===== src/rtl/uart_sdram_pkg.sv =====
// Shared constants and types for the UART-to-SDRAM command path.
// Header bytes, FSM state encoding and timeout limits.
package uart_sdram_pkg;

  localparam logic [7:0] WR_CMD = 8'h55;
  localparam logic [7:0] RD_CMD = 8'hAA;

  localparam int TIMEOUT_SYN = 52080;
  localparam int TIMEOUT_SIM = 280;
  localparam int TO_W        = 17;

  typedef enum logic [1:0] {
    IDLE    = 2'd0,
    WR_DATA = 2'd1,
    WR_TRIG = 2'd2,
    RD_TRIG = 2'd3
  } state_t;

endpackage


===== src/rtl/cmd_timeout_cnt.sv =====
// Inter-byte idle counter with clear, enable and saturation.
// tc flags an enabled cycle spent at the terminal count.
import uart_sdram_pkg::*;

module cmd_timeout_cnt #(
  parameter int W    = TO_W,
  parameter int TERM = TIMEOUT_SIM
) (
  input  logic clk,
  input  logic rst,
  input  logic clr,
  input  logic en,
  output logic tc
);

  localparam logic [W-1:0] MAX = W'(TERM - 1);

  logic [W-1:0] cnt;

  // count idle cycles, holding at the terminal value
  always_ff @(posedge clk or posedge rst) begin
    if (rst)
      cnt <= '0;
    else if (clr)
      cnt <= '0;
    else if (en && cnt != MAX)
      cnt <= cnt + 1'b1;
  end

  assign tc = en && (cnt == MAX);

endmodule


===== src/rtl/uart_cmd_ctrl.sv =====
// UART command sequencer: parses write/read frames, feeds the
// SDRAM write FIFO and holds triggers until acknowledged.
import uart_sdram_pkg::*;

module uart_cmd_ctrl #(
  parameter int BURST_LEN = 4,
  parameter int TIMEOUT   = TIMEOUT_SYN
) (
  input  logic       sclk,
  input  logic       s_rst,
  input  logic [7:0] rx_data,
  input  logic       po_flag,
  input  logic       wr_ack,
  input  logic       rd_ack,
  output logic       wfifo_wr_en,
  output logic [7:0] wfifo_data,
  output logic       wfifo_clr,
  output logic       wr_trig,
  output logic       rd_trig,
  output logic       cmd_err
);

  localparam logic [7:0] LAST = 8'(BURST_LEN - 1);

  state_t     state, state_nxt;
  logic [7:0] byte_cnt, byte_cnt_nxt;
  logic       wr_en_nxt, clr_nxt, err_nxt;
  logic       to_clr, to_en, to_tc;

  cmd_timeout_cnt #(
    .W    (TO_W),
    .TERM (TIMEOUT)
  ) u_to (
    .clk (sclk),
    .rst (s_rst),
    .clr (to_clr),
    .en  (to_en),
    .tc  (to_tc)
  );

  // next-state and next-output decode
  always_comb begin
    state_nxt    = state;
    byte_cnt_nxt = byte_cnt;
    wr_en_nxt    = 1'b0;
    clr_nxt      = 1'b0;
    err_nxt      = 1'b0;
    to_clr       = 1'b1;
    to_en        = 1'b0;
    unique case (state)
      IDLE: begin
        if (po_flag) begin
          if (rx_data == WR_CMD) begin
            state_nxt    = WR_DATA;
            byte_cnt_nxt = '0;
          end else if (rx_data == RD_CMD) begin
            state_nxt = RD_TRIG;
          end else begin
            err_nxt = 1'b1;
          end
        end
      end
      WR_DATA: begin
        if (po_flag) begin
          wr_en_nxt    = 1'b1;
          byte_cnt_nxt = byte_cnt + 1'b1;
          if (byte_cnt == LAST)
            state_nxt = WR_TRIG;
        end else begin
          to_clr = 1'b0;
          to_en  = 1'b1;
          if (to_tc) begin
            err_nxt   = 1'b1;
            clr_nxt   = 1'b1;
            state_nxt = IDLE;
          end
        end
      end
      WR_TRIG: begin
        err_nxt = po_flag;
        if (wr_ack)
          state_nxt = IDLE;
      end
      RD_TRIG: begin
        err_nxt = po_flag;
        if (rd_ack)
          state_nxt = IDLE;
      end
      default: state_nxt = IDLE;
    endcase
  end

  // state and registered outputs
  always_ff @(posedge sclk or posedge s_rst) begin
    if (s_rst) begin
      state       <= IDLE;
      byte_cnt    <= '0;
      wfifo_wr_en <= 1'b0;
      wfifo_data  <= '0;
      wfifo_clr   <= 1'b0;
      wr_trig     <= 1'b0;
      rd_trig     <= 1'b0;
      cmd_err     <= 1'b0;
    end else begin
      state       <= state_nxt;
      byte_cnt    <= byte_cnt_nxt;
      wfifo_wr_en <= wr_en_nxt;
      if (wr_en_nxt)
        wfifo_data <= rx_data;
      wfifo_clr   <= clr_nxt;
      cmd_err     <= err_nxt;
      wr_trig     <= (state_nxt == WR_TRIG);
      rd_trig     <= (state_nxt == RD_TRIG);
    end
  end

endmodule


===== config.mk =====
export PLATFORM = sky130hd
export DESIGN_NAME = uart_cmd_ctrl
export DESIGN_NICKNAME = d
export VERILOG_FILES = /design/src/rtl/uart_sdram_pkg.sv /design/src/rtl/cmd_timeout_cnt.sv /design/src/rtl/uart_cmd_ctrl.sv
export SDC_FILE = /design/constraint.sdc
export NUM_CORES = 1
export LEC_CHECK = 0
export BUFFER_PORTS_ARGS = -buffer_cell sky130_fd_sc_hd__buf_2
export CAP_MARGIN = 40
export CORE_MARGIN = 2
export CORE_UTILIZATION = 25
export CTS_BUF_LIST = sky130_fd_sc_hd__clkbuf_4
export DETAILED_ROUTE_END_ITERATION = 16
export PLACE_DENSITY = 0.49
export SYNTH_ARGS = -nofsm -noshare
export SYNTH_HDL_FRONTEND = slang
export SYNTH_SLANG_ARGS = --single-unit

===== constraint.sdc =====
create_clock -name sclk -period 2.65 [get_ports sclk]
set_clock_uncertainty 0.05 [all_clocks]
set_input_delay 0.265 -clock sclk [delete_from_list [all_inputs] [get_ports sclk]]
set_output_delay 0.265 -clock sclk [all_outputs]
set_load 0.01 [all_outputs]

==> results of run 1 <==
==> cells by family (layout without fill, tap and decap cells) <==
kind of cell / Yosys count / count (layout)
AOI/OAI and AO/OA: 38 / 38
xor gates and xnor gates: 8 / 8
adders and majority gates: 2 / 2
buffers and inverters: 12 / 42
DFF: 40 / 40
muxes: 9 / 9
and+or+nand+nor: 82 / 82
==> critical path: stages (launching register included) <==
cell and delay, ns:
dfrtp_1 0.49, or4b_4 0.58, nor4_4 0.40, nand2_4 0.13, and3_2 0.21
==> stage by stage <==
step | area (sq um) | instances | setup WS [ns] | util (%)
after floorplan | 1970 | 191 | 0.795 | -
after global placement | 2210 | 314 | 0.724 | 28.7
after detailed placement | 2210 | 314 | 0.687 | 28.7
after CTS | 2290 | 323 | 0.664 | 29.8
after global routing | 2290 | 323 | 0.596 | 29.8
final | 2290 | 323 | 0.692 | 29.8
==> power groups by stage <==
| stage | sequential, uW | combinational, uW | clock [uW] |
|---|---|---|---|
| floorplan | 862 | 294 | 0 |
| detailed placement | 858 | 453 | 0 |
| global placement | 860 | 451 | 0 |
| global route | 875 | 500 | 435 |
| CTS | 849 | 454 | 412 |
| finish | 850 | 444 | 395 |
==> synthesized netlist by cell type (2+ instances only) <==
cell	count
nand2b_1	6
a31oi_1	2
a21o_1	2
o21ai_0	13
nand3_1	10
inv_1	7
or3_1	10
dfrtp_1	40
nand4_1	6
nor4_1	4
clkbuf_1	4
and3_1	3
o31ai_1	3
xnor2_1	3
ha_1	2
and4bb_2	2
nand2_1	16
xor2_1	5
nor2_1	11
mux2_2	8
nor4bb_1	2
a21oi_1	10
==> worst max-delay path by stage <==
| stage | from | endpoint | slack (ns) | cells after the start |
|---|---|---|---|---|
| final | u_to.cnt[4]$_DFFE_PP0P_ | u_to.cnt[16]$_DFFE_PP0P_ | 0.69 | 4 |
| after global routing | u_to.cnt[4]$_DFFE_PP0P_ | u_to.cnt[16]$_DFFE_PP0P_ | 0.60 | 4 |
| after CTS | u_to.cnt[4]$_DFFE_PP0P_ | u_to.cnt[16]$_DFFE_PP0P_ | 0.66 | 4 |
| after detailed placement | u_to.cnt[4]$_DFFE_PP0P_ | u_to.cnt[16]$_DFFE_PP0P_ | 0.69 | 4 |
| after global placement | u_to.cnt[4]$_DFFE_PP0P_ | u_to.cnt[16]$_DFFE_PP0P_ | 0.72 | 4 |
| after floorplan | u_to.cnt[4]$_DFFE_PP0P_ | u_to.cnt[16]$_DFFE_PP0P_ | 0.79 | 5 |
==> sequential cells by signal (all words and copies together) (netlist names) <==
name	count
wfifo_wr_en	1
wfifo_data	8
cmd_err	1
byte_cnt	8
wfifo_clr	1
rd_trig	1
wr_trig	1
state	2
u_to.cnt	17
==> layout make-up <==
class | instances | area share [%]
clock buffers | 5 | 1.64
clock inverters | 3 | 1.64
inverters | 7 | 1.15
multi-input cells | 139 | 40.2
flip-flops and latches | 40 | 43.6
well taps | 102 | 5.56
repair buffers | 27 | 6.22
==> layout by cell type (no fill, tap or decap), drive strengths merged, types with 2 or more instances in the layout <==
master / count
clkbuf: 5
mux2: 8
nor4bb: 2
dfrtp: 40
nor2: 11
xor2: 5
and3: 4
nor4: 5
a21oi: 10
a211oi: 2
or4b: 2
o31ai: 3
inv: 6
and4bb: 2
a31oi: 2
nand2b: 6
buf: 26
or3: 11
nand4: 6
xnor2: 3
nand3: 10
o21ai: 13
clkinv: 3
ha: 2
a21o: 2
nand2: 17
==> layer usage <==
metal / part of all wire [%] / global-route usage [%] / vias to the layer above
li1: - / - / 756
met1: 50 / 14.2 / 710
met2: 44 / 16.2 / 36
met3: 4.8 / 2.52 / 2
met4: 0.51 / 4.04 / 0
met5: 0 / 0 / -
==> what timing repair did <==
item | CTS | global route
hold endpoints to repair | 16 | 0
hold buffers | 1 | 0
setup buffers | 0 | 0
==> results.yml, run 1 <==
power_and_ir_drop:
  power.net_switching_uw: 547
  p_seq_share_pct: 50.3
  clkPwrFrac_pct: 23.4
  p_leak_uw: 0.000987
  p_total_uw: 1690
  ir_drop_mv: 0.416
  intPower_uw: 1140
  p_per_area_nw_per_um2: 737
  p_sw_share_pct: 32.4
  combPwrFrac_pct: 26.3
logic_synthesis:
  synthAdderAreaFrac_pct: 1.27
  async_flop_share_pct: 100
  synthCells: 191
  yosysWarningCount: 0
  synth_enable_flop_cells: 0
  yosys.area_share.simple_pct: 24.8
  syn_area_sq_um: 1970
  ys.flop_type: "dfrtp_1"
  ys_ff_latch: 40
  avgSynthCellArea_sq_um: 10.3
  netlist_top_cells_area: "dfrtp_1, mux2_2, o21ai_0"
  ys_seq_area_share_pct: 50.7
  yosys.area.top_type: "dfrtp_1"
  synth_top_family_by_area: "simple AND/OR/NAND/NOR gates"
  synth_compound_area_share_pct: 12.0
  muxShareOfSynthArea_pct: 5.07
  yosys.area.top_type_share_pct: 50.7
  syn-num-nets: 206
  post_synth_xor_area_fraction_pct: 3.55
  ys_types: 44
setup_path:
  crit_required_ns: 2.85
  start_kind: "register"
  path_max_fanout: 9
  regToRegSetupSlack_ns: 0.69
  r2r-start: "u_to.cnt[4]$_DFFE_PP0P_"
  worstReg2RegEnd: "u_to.cnt[16]$_DFFE_PP0P_"
  critical_path_class: "register to register"
  cp.arrival_ns: 2.16
  reg2reg_depth: 4
  end_kind: "register"
route:
  wl_per_cell_microns: 12.8
  drt_iter0_markers: 52
  drt_wl_total_microns: 4140
  vias: 1504
  drc_errors: 0
  dr.pass1.iters: 4
  antenna_left: 0
  viasPerCell: 4.66
clock_network:
  clock_path_buffers: 2
  tritoncts: "built"
  clock_sinks: 40
  clock_latency_ns: 0.35
  cts_resized: 0
  numCtsBuffers: 5
  htreeDepth: 2
  cts_root_buffer: "clkbuf_4"
  clkTransAtPathRegs_ns: 0.12
layout:
  synthToLayoutAreaGrowth_pct: 16.2
  fill_cells: 828
  fin_nets: 235
  diodes: 0
  regArea_sq_um: 1000
  multi_input_area_sq_um: 921
  drive_gt1_share_pct: 23.1
grt:
  grtUsageTotal_pct: 10.5
  grt_max_degree: 25
  antenna_found_initial: 0
  grt_overflow: 0
  grt_pass1_vias: 1520
  grt_pass1_wl_microns: 7270
timing:
  setup_viol: 0
  fin_crit_sh_pct: 73.9
  hold_viol_final: 0
  maxSlewHeadroom_pct: 57.0
  timing.hold.ws_ns: 0.106
  rsz0062_at_grt: "no"
  finalCriticalPeriod_ns: 1.96
  setup_tns_ns: 0
  drv_slew: 0
  fmax_mhz: 511
  tightestPinTransition_ns: 0.645
floorplan:
  die_h_microns: 92.9
  initial_utilization_pct: 25.7
  die_area_sq_um: 8620
  die_x_microns: 92.9
  fp-row-count: 32
  io_pins: 26
  core_area_sq_um: 7690
placed_design:
  dp_hpwl_microns: 3010
  portBuffers: 25
  place.gp.congestion: 0.756
min_path:
  hold_start: "rx_data[1]"
  holdPathEnd: "wfifo_data[1]$_DFFE_PP0P_"
  hold_path_class: "input port to register"
  hold_depth: 2
outcome:
  outcome: "complete, no violations"
run:
  cap_viol_max_count: 0
Note: power is estimated with default switching activity, not from simulation.
==> run 2, diff against run 1 <==
--- a/config.mk
+++ b/config.mk
@@ -11,7 +11,7 @@
 export CORE_UTILIZATION = 25
 export CTS_BUF_LIST = sky130_fd_sc_hd__clkbuf_4
 export DETAILED_ROUTE_END_ITERATION = 16
-export PLACE_DENSITY = 0.49
+export PLACE_DENSITY = 0.5
 export SYNTH_ARGS = -nofsm -noshare
 export SYNTH_HDL_FRONTEND = slang
 export SYNTH_SLANG_ARGS = --single-unit
==> constraint.sdc (replaced) <==
create_clock -name sclk -period 1.7 [get_ports sclk]
set_clock_uncertainty 0.05 [all_clocks]
set_input_delay 0.17 -clock sclk [delete_from_list [all_inputs] [get_ports sclk]]
set_output_delay 0.17 -clock sclk [all_outputs]
set_load 0.01 [all_outputs]
==> run 2 against run 1 <==
  * Largest power group unchanged
  * Critical path type unchanged
  * Register-to-register slack lost 0.68 ns
  * Worst setup slack lost 0.68 ns
  * Core utilization grew 3.7 points
  * Clock-buffer cell count grew 1
  * Non-clock buffer count grew 25
  * Hold slack lost 0.071 ns
  * Clock power grew 21%
  * Routed wire length grew 8.2%
  * Global-route usage grew 0.23 points
  * Maximum frequency grew 16%
==> results.yml, run 2 (synthesis results as in run 1) <==
grt:
  grt_use_met1_pct: 14.3
  met2_usage_pct: 17.3
  use_met3_pct: 3.01
  grtUsageTotal_pct: 10.7
  grt_pass1_wl_microns: 7450
  antenna_found_initial: 0
  grt_pass1_vias: 1598
  grt_max_degree: 41
  grt_overflow: 0
  busiest_layer: "met2"
run:
  cap_viol_max_count: 0
clock_network:
  clock_sinks: 40
  cts_root_buffer: "clkbuf_4"
  clock_path_buffers: 2
  numCtsBuffers: 5
  clock_latency_ns: 0.35
  tritoncts: "built"
  htreeDepth: 2
  clkTransAtPathRegs_ns: 0.13
timing:
  drv_slew: 0
  hold_viol_final: 0
  fin_crit_sh_pct: 99.3
  fmax_mhz: 592
  finalCriticalPeriod_ns: 1.69
  setup_tns_ns: 0
  rsz0062_at_grt: "yes"
  maxSlewHeadroom_pct: 66.0
  setup_ws_ns: 0.0115
  setup_viol: 0
  tightestPinTransition_ns: 0.510
placed_design:
  dp_hpwl_microns: 3210
  dp.cells: 337
  place.gp.congestion: 0.812
  portBuffers: 25
  pre_cts_ws_ns: -0.0163
route:
  dr.pass1.iters: 4
  drt_wl_total_microns: 4480
  viasPerCell: 4.61
  drt_iter0_markers: 79
  drc_errors: 0
  wl_per_cell_microns: 12.9
  antenna_left: 0
  vias: 1601
layout:
  diodes: 0
  fin_nets: 260
  final_common_cell: "dfrtp_1"
  largest-register: "u_to.cnt"
  final_cell_mix: "dfrtp_1, buf_2, buf_4, nand2_1, o21ai_0"
  largest_register_ffs: 17
  synthToLayoutAreaGrowth_pct: 30.5
  largestRegisters: "u_to.cnt x17, byte_cnt x8, wfifo_data x8"
  drive_gt1_share_pct: 39.2
  fin_cells: 347
  final_util_pct: 33.5
power_and_ir_drop:
  p_per_area_nw_per_um2: 1060
  p_leak_uw: 0.00111
  ir_drop_mv: 0.560
  p_total_uw: 2740
floorplan:
  fp-row-count: 32
  die_area_sq_um: 8620
  core_area_sq_um: 7690
  die_h_microns: 92.9
  initial_utilization_pct: 25.7
  die_x_microns: 92.9
  io_pins: 26
setup_path:
  path_max_fanout: 7
  cp.arrival_ns: 1.88
  critical_path_class: "register to register"
  crit_path_max_incr_delay_ns: 0.54
  crit_required_ns: 1.89
  path_cells: "or4b_4, nor4_4, buf_6, nand2_8, and3_4"
  r2r-start: "u_to.cnt[7]$_DFFE_PP0P_"
  reg2reg_depth: 5
  cp_slowest_cell: "or4b_4"
  regToRegSetupSlack_ns: 0.01
  end_kind: "register"
  start_kind: "register"
  worstReg2RegEnd: "u_to.cnt[16]$_DFFE_PP0P_"
outcome:
  outcome: "complete, no violations"
min_path:
  hold_depth: 2
  hold_start: "rx_data[7]"
  holdPathEnd: "wfifo_data[7]$_DFFE_PP0P_"
  hold_path_class: "input port to register"
[run 2: cell types whose count changed in the layout (fill, tap and decap cells not counted), moves of 3 or more]
cell | before | now
buf_4 | 1 | 24
clkinv_1 | 3 | 0
dfrtp_1 | 40 | 37
dfrtp_2 | 0 | 3
nand3_1 | 10 | 7
nand3_2 | 0 | 3
[run 2: what timing repair did]
item / 4_1_cts / 5_1_grt
endpoints found under the setup margin: 6 / 17
buffers inserted: 2 / 0
resized for setup: 2 / 21
pin swaps: 2 / 13
gates cloned: 0 / 0
hold buffers: 1 / 0
endpoints found under the hold margin: 40 / 0
[run 2: power breakdown]
part	total (uW)	leakage [uW]	switching (uW)	internal, uW
clock	479	0.0000315	310	169
combinational	932	0.000555	467	466
sequential	1330	0.000522	171	1160
[run 2: metrics by stage]
| stage | hold slack, ns | cell area, sq um |
|---|---|---|
| after floorplan | 0.270 | 1990 |
| after global placement | 0.279 | 2400 |
| after detailed placement | 0.285 | 2400 |
| after CTS | 0.0230 | 2490 |
| after global routing | 0.0222 | 2580 |
| final | 0.0348 | 2580 |
[run 2: how the worst max path moves through the flow]
| stage | from | endpoint | slack (ns) | depth (start not counted) |
|---|---|---|---|---|
| detailed placement | byte_cnt[4]$_DFFE_PP0P_ | state[1]$_DFF_PP0_ | -0.02 | 4 |
| finish | u_to.cnt[7]$_DFFE_PP0P_ | u_to.cnt[16]$_DFFE_PP0P_ | 0.01 | 5 |
| global placement | byte_cnt[4]$_DFFE_PP0P_ | wr_trig$_DFF_PP0_ | -0.006 | 4 |
| CTS | u_to.cnt[16]$_DFFE_PP0P_ | u_to.cnt[16]$_DFFE_PP0P_ | 0.03 | 5 |
| global route | u_to.cnt[1]$_DFFE_PP0P_ | u_to.cnt[12]$_DFFE_PP0P_ | -0.02 | 5 |
| floorplan | u_to.cnt[4]$_DFFE_PP0P_ | u_to.cnt[16]$_DFFE_PP0P_ | 0.03 | 5 |
[run 2: area by class of cell]
type | instances | area [sq um]
fill | 799 | 5110
multi-input combinational | 139 | 1030
sequential | 40 | 1000
timing repair buffer | 52 | 338
tap | 102 | 128
clock buffer | 6 | 45.0
inverter | 7 | 26.3
clock inverter | 1 | 5.00
[run 2: worst max-delay path: cells and delay by family, from the launching register on]
kind                   cells  cell delay, ns
buffers and inverters      1            0.17
DFF                        1            0.40
and+or+nand+nor            4            0.95
[run 2: routing by layer]
metal | up-vias | part of all wire, %
li1 | 803 | -
met1 | 760 | 48
met2 | 32 | 46
met3 | 6 | 4.4
met4 | 0 | 1.1
met5 | - | 0
